--- src/rtl/sc_frame_shifter.sv ---
// rtl/sc_frame_shifter.sv - parametrised MAROC slow-control frame serialiser
// Optional feature macro: SC_READBACK_EN (second shift pass, Q_SC_in capture and compare)
// Ports:
//   clk_in        system clock
//   reset_n_in    asynchronous active-low reset
//   start_in      transfer request, sampled only in IDLE
//   frame_in      FRAME_W-bit frame, bit 0 shifted first
//   Q_SC_in       serial return from the chip SC register tail (readback build only)
//   D_SC_out      serial data to the chip
//   RSTn_SC_out   chip SC register reset, active-low
//   CK_SC_out     serial clock to the chip
//   state_out     FSM state code (IDLE=0 SCRST=1 SHIFT=2 READBACK=3 DONE=4)
//   busy_out      high whenever the FSM is not in IDLE
//   done_out      one-cycle end-of-transfer pulse
//   match_out     readback result, valid from done_out until the next start
module sc_frame_shifter #(
  parameter int FRAME_W    = 829,
  parameter int CLK_DIV    = 1,
  parameter int RST_CYCLES = 4
) (
  input  logic               clk_in,
  input  logic               reset_n_in,
  input  logic               start_in,
  input  logic [FRAME_W-1:0] frame_in,
  input  logic               Q_SC_in,
  output logic               D_SC_out,
  output logic               RSTn_SC_out,
  output logic               CK_SC_out,
  output logic [2:0]         state_out,
  output logic               busy_out,
  output logic               done_out,
  output logic               match_out
);

  localparam int BIT_W = $clog2(FRAME_W);
  localparam int DIV_W = $clog2(CLK_DIV) + 1;
  localparam int RST_W = $clog2(RST_CYCLES) + 1;

  // Divider runs 0..2*CLK_DIV-1 per bit; CK goes high after DIV_HALF, low after DIV_LAST.
  localparam logic [DIV_W-1:0] DIV_HALF = DIV_W'(CLK_DIV - 1);
  localparam logic [DIV_W-1:0] DIV_LAST = DIV_W'(2 * CLK_DIV - 1);
  localparam logic [BIT_W-1:0] BIT_LAST = BIT_W'(FRAME_W - 1);
  localparam logic [RST_W-1:0] RST_LAST = RST_W'(RST_CYCLES - 1);

  typedef enum logic [2:0] {
    ST_IDLE     = 3'd0,
    ST_SCRST    = 3'd1,
    ST_SHIFT    = 3'd2,
    ST_READBACK = 3'd3,
    ST_DONE     = 3'd4
  } state_t;

  state_t             state;
  logic [FRAME_W-1:0] shadow;
  logic [BIT_W-1:0]   bit_cnt;
  logic [DIV_W-1:0]   div_cnt;
  logic [RST_W-1:0]   rst_cnt;

`ifdef SC_READBACK_EN
  logic               mismatch;
`else
  logic               unused_q_sc;
  assign unused_q_sc = Q_SC_in;
`endif

  assign state_out = state;

  // The shadow register rotates right by one per bit, so shadow[0] is always the
  // bit currently on D_SC_out and shadow[1] the next one. After FRAME_W rotations
  // it is back to the latched frame, ready for the readback pass.
  always_ff @(posedge clk_in or negedge reset_n_in) begin
    if (!reset_n_in) begin
      state       <= ST_IDLE;
      shadow      <= '0;
      bit_cnt     <= '0;
      div_cnt     <= '0;
      rst_cnt     <= '0;
      D_SC_out    <= 1'b0;
      RSTn_SC_out <= 1'b1;
      CK_SC_out   <= 1'b0;
      busy_out    <= 1'b0;
      done_out    <= 1'b0;
      match_out   <= 1'b0;
`ifdef SC_READBACK_EN
      mismatch    <= 1'b0;
`endif
    end else begin
      done_out <= 1'b0;
      case (state)
        ST_IDLE: begin
          if (start_in) begin
            shadow      <= frame_in;
            match_out   <= 1'b0;
`ifdef SC_READBACK_EN
            mismatch    <= 1'b0;
`endif
            rst_cnt     <= '0;
            RSTn_SC_out <= 1'b0;
            busy_out    <= 1'b1;
            state       <= ST_SCRST;
          end
        end

        ST_SCRST: begin
          if (rst_cnt == RST_LAST) begin
            RSTn_SC_out <= 1'b1;
            D_SC_out    <= shadow[0];
            bit_cnt     <= '0;
            div_cnt     <= '0;
            state       <= ST_SHIFT;
          end else begin
            rst_cnt <= rst_cnt + 1'b1;
          end
        end

        ST_SHIFT, ST_READBACK: begin
          if (div_cnt == DIV_LAST) begin
            div_cnt   <= '0;
            CK_SC_out <= 1'b0;
            shadow    <= {shadow[0], shadow[FRAME_W-1:1]};
            if (bit_cnt == BIT_LAST) begin
              bit_cnt <= '0;
`ifdef SC_READBACK_EN
              if (state == ST_SHIFT) begin
                D_SC_out <= shadow[1];
                state    <= ST_READBACK;
              end else begin
                D_SC_out  <= 1'b0;
                done_out  <= 1'b1;
                match_out <= ~mismatch;
                state     <= ST_DONE;
              end
`else
              D_SC_out <= 1'b0;
              done_out <= 1'b1;
              state    <= ST_DONE;
`endif
            end else begin
              bit_cnt  <= bit_cnt + 1'b1;
              D_SC_out <= shadow[1];
            end
          end else begin
            div_cnt <= div_cnt + 1'b1;
            if (div_cnt == DIV_HALF) begin
              CK_SC_out <= 1'b1;
`ifdef SC_READBACK_EN
              // Q_SC_in is taken before the chip shifts on this CK rise, so it
              // still holds the tail bit that corresponds to the bit on D_SC_out.
              if (state == ST_READBACK && Q_SC_in != shadow[0]) begin
                mismatch <= 1'b1;
              end
`endif
            end
          end
        end

        ST_DONE: begin
          busy_out <= 1'b0;
          state    <= ST_IDLE;
        end

        default: begin
          D_SC_out    <= 1'b0;
          RSTn_SC_out <= 1'b1;
          CK_SC_out   <= 1'b0;
          busy_out    <= 1'b0;
          state       <= ST_IDLE;
        end
      endcase
    end
  end

endmodule

--- config.mk ---
export PLATFORM = sky130hd
export DESIGN_NAME = sc_frame_shifter
export DESIGN_NICKNAME = d
export VERILOG_FILES = /design/src/rtl/sc_frame_shifter.sv
export SDC_FILE = /design/constraint.sdc
export NUM_CORES = 2
export LEC_CHECK = 0
export CAP_MARGIN = 10
export CORE_AREA = 2 2 331 333
export DETAILED_ROUTE_END_ITERATION = 12
export DIE_AREA = 0 0 333 335
export HOLD_SLACK_MARGIN = 0.12
export PLACE_DENSITY = 0.68
export RECOVER_POWER = 25
export SLEW_MARGIN = 20
export SYNTH_ARGS = -nofsm -noshare
export SYNTH_HDL_FRONTEND = slang
export SYNTH_SLANG_ARGS = --single-unit
--- constraint.sdc ---
create_clock -name clk_in -period 2.3 [get_ports clk_in]
set_clock_uncertainty 0.15 [all_clocks]
set_input_delay 0.69 -clock clk_in [delete_from_list [all_inputs] [get_ports clk_in]]
set_output_delay 0.69 -clock clk_in [all_outputs]
set_load 0.005 [all_outputs]
* Word level (Yosys, flattened, before mapping)
Index checks and enable logic that the tools add are counted.
** Storage, ports and cells
- Register bits after elaboration :: 851
- Bits of input ports :: 833
- Output and inout port bits :: 9
- Word-level logic and storage cells :: 76
** Operators by class
- $add $sub $neg :: 3
- Equality and inequality tests :: 11
- Multiplexer cells :: 32
- Bitwise gates (word level) :: 3
- Reductions and logical operators :: 17
** Operator list (count)
- $mux 829 :: 2
- $pmux 829 s2 :: 1
- $mux 10 :: 3
- $pmux 10 s2 :: 1
- $mux 3 :: 6
- $reduce_and 3->1 :: 5
- $mux 1 :: 12
- $add 10x1->10 const B :: 1
- $eq 10x10->1 const B :: 1
- $ne 2x2->1 const B :: 5
- $eq 3x2->1 const B :: 3
- $pmux 3 s3 :: 1
- $reduce_or 3->1 :: 3
- $pmux 1 s2 :: 3
- $pmux 1 s3 :: 2
- $pmux 3 s2 :: 1
- $reduce_bool 2->1 :: 3
- $reduce_and 2->1 :: 2
- $reduce_and 4->1 :: 1
- $reduce_or 2->1 :: 2
- $add 3x1->3 const B :: 1
- $eq 3x1->1 const B :: 1
- $eq 3x3->1 const B :: 1
- $logic_not 3->1 :: 1
- other kinds (2) :: 4

* Depth between registers and ports, before layout
- Word-level depth :: 4
- Depth in mapped cells :: 8
- Mapped depth without buffers :: 6

* Least setup slack after synthesis
Ideal clock, no wire load.
- Path kind :: input-to-reg
- Start point :: input port start_in
- End point :: register shadow[733]
- Library setup time :: 130 ps
- Arrival time :: 1813 ps
- Data required time :: 2020 ps
- Path slack :: 207 ps
- Stages :: 6
- Path buffers :: 3
- Cells stage by stage :: or3b_1 a21oi_2 buf_6 buf_2 buf_2 a31oi_1
** Between the ends
- Cells in the longest elaborated chain, start to end :: 2
** RTL lines
- from (decl) :: RTL line 23 : input logic start_in,
- $ne 2x2->1 (no source line)
- $reduce_and 3->1 (no source line)
- to (signal assigned) :: RTL line 92 : shadow <= frame_in;
- to (signal assigned) :: RTL line 120 : shadow <= {shadow[0], shadow[FRAME_W-1:1]};
- to (decl) :: RTL line 54 : logic [FRAME_W-1:0] shadow;
No other way between the ends.
A chain may end at the register's enable or synchronous reset.

* Final worst setup path
- Start point :: input port start_in
- End point :: register shadow[492]
Same word-level chain as after synthesis.

==> flow_metrics.tcl <==
set metrics [dict create \
    power_density_mw_per_mm2 620 \
    grt_start_max_net_pins 85 \
    crit_arrival_ns 2.65 \
    cts_sinks 851 \
    antenna_found_initial 14 \
    mappedNetlistArea_sq_mm 0.0384 \
    die_x_microns 333 \
    clock-root-buffer "clkbuf_16" \
    min_path_type "reg2reg" \
    synth-async-reset-ratio_pct 100 \
    die_area_sq_mm 0.112 \
    crit_top_cell "buf_12" \
    synth_top_area_share_pct 55.4 \
    antenna_left 0 \
    cp-end-kind "flip-flop" \
    p_switching_mw 6.97 \
    period_needed_ns 2.23 \
    drcViolationCount 0 \
    worstPathMaxFanout 43 \
    synth_top_area_cell "dfrtp_1" \
    drt-initial-drc-count 2755 \
    syn_inst 4642 \
    rsz0062_at_grt "yes" \
    synth.area.mux_share_pct 0.0293 \
    cp-start-kind "primary input" \
    rows 121 \
    drtPass1Iterations 6 \
    fin_nets 6267 \
    p_sw_share_pct 21.4 \
    core_area_sq_mm 0.108 \
    via_count 35300 \
    ys_seq_area_share_pct 55.4 \
    synthXorXnorAreaFrac_pct 0.0456 \
    fin_total_pwr_mw 32.6 \
    netlist_top_cells_area "dfrtp_1, nand2_1, a31oi_1, nor2_1, clkbuf_1" \
    tns_ns 0 \
    drive_gt1_share_pct 7.07 \
    hold_violations 0 \
    first_global_vias 34000 \
    port-buffer-count 839 \
    path_clk_slew_ns 0.06 \
    crit_type "in2reg" \
    dp_hpwl_microns 87500 \
    synthToLayoutAreaGrowth_pct 36.9 \
    synth_cell_types 48 \
    fin_cells 6933 \
    synthSimpleGateAreaFrac_pct 25.0 \
    clk_latency_ns 0.67 \
    vias_per_cell 5.09 \
    p_leak_nw 21.7 \
    max_slew_margin_pct 41.1 \
    synth-main-ff-cell "dfrtp_1" \
    synth_top_family_by_area "simple AND/OR/NAND/NOR gates" \
    htree_num_levels 3 \
    peakVddDrop_mv 0.469 \
    synth_compound_area_share_pct 14.0 \
    synth_edf_count 0 \
    intPower_mw 25.6 \
    synth.avg_cell_area_sq_um 8.28 \
    final_core_util_pct 48.7 \
    grt_pass1_wl_microns 185000 \
    yosys_register_bits 851 \
    yosysWarnings 0 \
    drv_slew 0 \
    placedCellCount 6746 \
    worst_slew_pin_slew_ns 0.884 \
    cts_buffer_depth 3 \
    drv_cap 0 \
    cts_tree "built" \
    wl_microns 119000 \
    fmax_mhz 448 \
    die_y_microns 335 \
    crit_chain "clkdlybuf4s50_1, or3b_4, a21oi_4, buf_12, buf_12, buf_12, nor2_1, a31oi_1" \
    wl_per_cell_microns 17.1 \
    final.period_utilization_pct 97.1 \
    status "finished clean" \
    required_ns 2.71 \
    cp_slowest_stage_delay_ns 0.48 \
    ios 842 \
    start_util_pct 35.5 \
    finalSetupViolCount 0 \
    p_comb_share_pct 5.8 \
    place_congestion 0.876 \
    power_frac_clock_pct 48.3 \
    synth_nets 5479 \
    synth-adder-area-share_pct 0.130 \
    grt.total_usage_pct 20.7 \
    crit_slowest_cell "clkdlybuf4s50_1" \
    gr-total-overflow 0 \
    cts_inserted_buffers 93 \
    p_seq_share_pct 45.9 \
]
## area by class of cell
type | instances | area, sq um
Clock inverter | 30 | 409
Fill cell | 10100 | 55500
Multi-Input combinational cell | 3408 | 15100
Timing Repair Buffer | 1066 | 11100
Inverter | 10 | 37.5
Sequential cell | 851 | 21300
Clock buffer | 141 | 2840
Antenna cell | 13 | 32.5
Tap cell | 1414 | 1770
## final timing paths
kind	startpoint	end	cells past startpoint	slack, ns
max	start_in	shadow[492]$_DFFE_PN0P_	8	0.07
max reg2reg	state_out[2]$_DFFE_PN0P_	rst_cnt[0]$_DFFE_PN0P_	6	0.18
max in group asynchronous	reset_n_in	shadow[483]$_DFFE_PN0P_	4	0.20
min reg2reg	rst_cnt[2]$_DFFE_PN0P_	rst_cnt[2]$_DFFE_PN0P_	1	0.35
min in group asynchronous	reset_n_in	shadow[344]$_DFFE_PN0P_	2	0.58
min	rst_cnt[2]$_DFFE_PN0P_	rst_cnt[2]$_DFFE_PN0P_	1	0.35
## per-stage QoR
stage          setup WS [ns]  hold slack (ns)  cell area, sq um
2_1_floorplan          0.207            0.244             38400
3_3_place_gp          -0.564            0.328             49300
3_5_place_dp          -0.611            0.339             49300
4_1_cts               0.0354            0.305             52600
5_1_grt              -0.0130            0.374             52600
6_report              0.0658            0.351             52600
## power by group through the flow
stage	combinational [mW]	sequential, mW	clock (mW)
3_3_place_gp	1.91	15.2	0
3_5_place_dp	1.92	15.2	0
6_report	1.90	15.0	15.7
2_1_floorplan	0.0184	15.2	0
5_1_grt	2.03	15.0	16.7
4_1_cts	1.94	15.0	16.1
## Yosys cell counts, drive strengths merged, types with 2 or more instances
cell       n
a211oi     2
a21o       2
a21oi      6
a31oi    831
buf      194
clkbuf   179
dfrtp    850
ha         4
inv       10
nand2   1672
nand3     12
nand4      2
nor2     835
nor2b      2
nor4       2
o21ai      9
or4        2
xnor2      2
## cells by family (layout without fill, tap and decap cells)
| group | after synthesis | after routing |
|---|---|---|
| compound gates | 861 | 861 |
| xor+xnor | 2 | 2 |
| fa+ha+maj | 4 | 4 |
| buf+inv | 383 | 1247 |
| flops | 851 | 851 |
| mux | 1 | 1 |
| other cells | 1 | 14 |
| simple gates | 2539 | 2539 |
## repair_timing
item / in CTS / in global routing
hold buffers: 1 / 0
setup buffers: 2 / 0
pin swaps: 0 / 0
endpoints found under the setup margin: 8 / 10
resized for setup: 19 / 5
hold endpoints to repair: 245 / 0
## registers in the layout (all words and copies together) (netlist names)
name,count
D_SC_out,1
div_cnt,1
busy_out,1
RSTn_SC_out,1
state_out,3
rst_cnt,3
bit_cnt,10
CK_SC_out,1
done_out,1
shadow,829
## placed cells by master (no fill, tap or decap), types with 9 or more instances in the layout
cell | Yosys | final
a31oi_1 | 831 | 831
buf_12 | 0 | 81
buf_4 | 55 | 126
clkbuf_1 | 178 | 22
clkbuf_16 | 0 | 95
clkbuf_2 | 0 | 10
clkbuf_8 | 0 | 29
clkdlybuf4s50_1 | 0 | 830
clkinv_2 | 0 | 14
dfrtp_1 | 850 | 849
diode_2 | 0 | 13
inv_1 | 10 | 10
nand2_1 | 1672 | 1672
nand3_1 | 12 | 12
nor2_1 | 835 | 834
o21ai_0 | 9 | 9
## metal layers
layer	up-vias	wire, microns	global-route usage (%)
met5	-	39	0
met4	6	3900	7.96
met3	207	7780	3.71
met2	1185	56100	33.8
met1	16900	50800	27.4
li1	17100	-	-
## critical path, delay by kind of cell
family | cells | cell delay, ns
AO/OA/AOI/OAI | 2 | 0.35
buffers and inverters | 4 | 1.11
AND/OR/NAND/NOR | 2 | 0.45
Note: power is estimated with default switching activity, not from simulation.
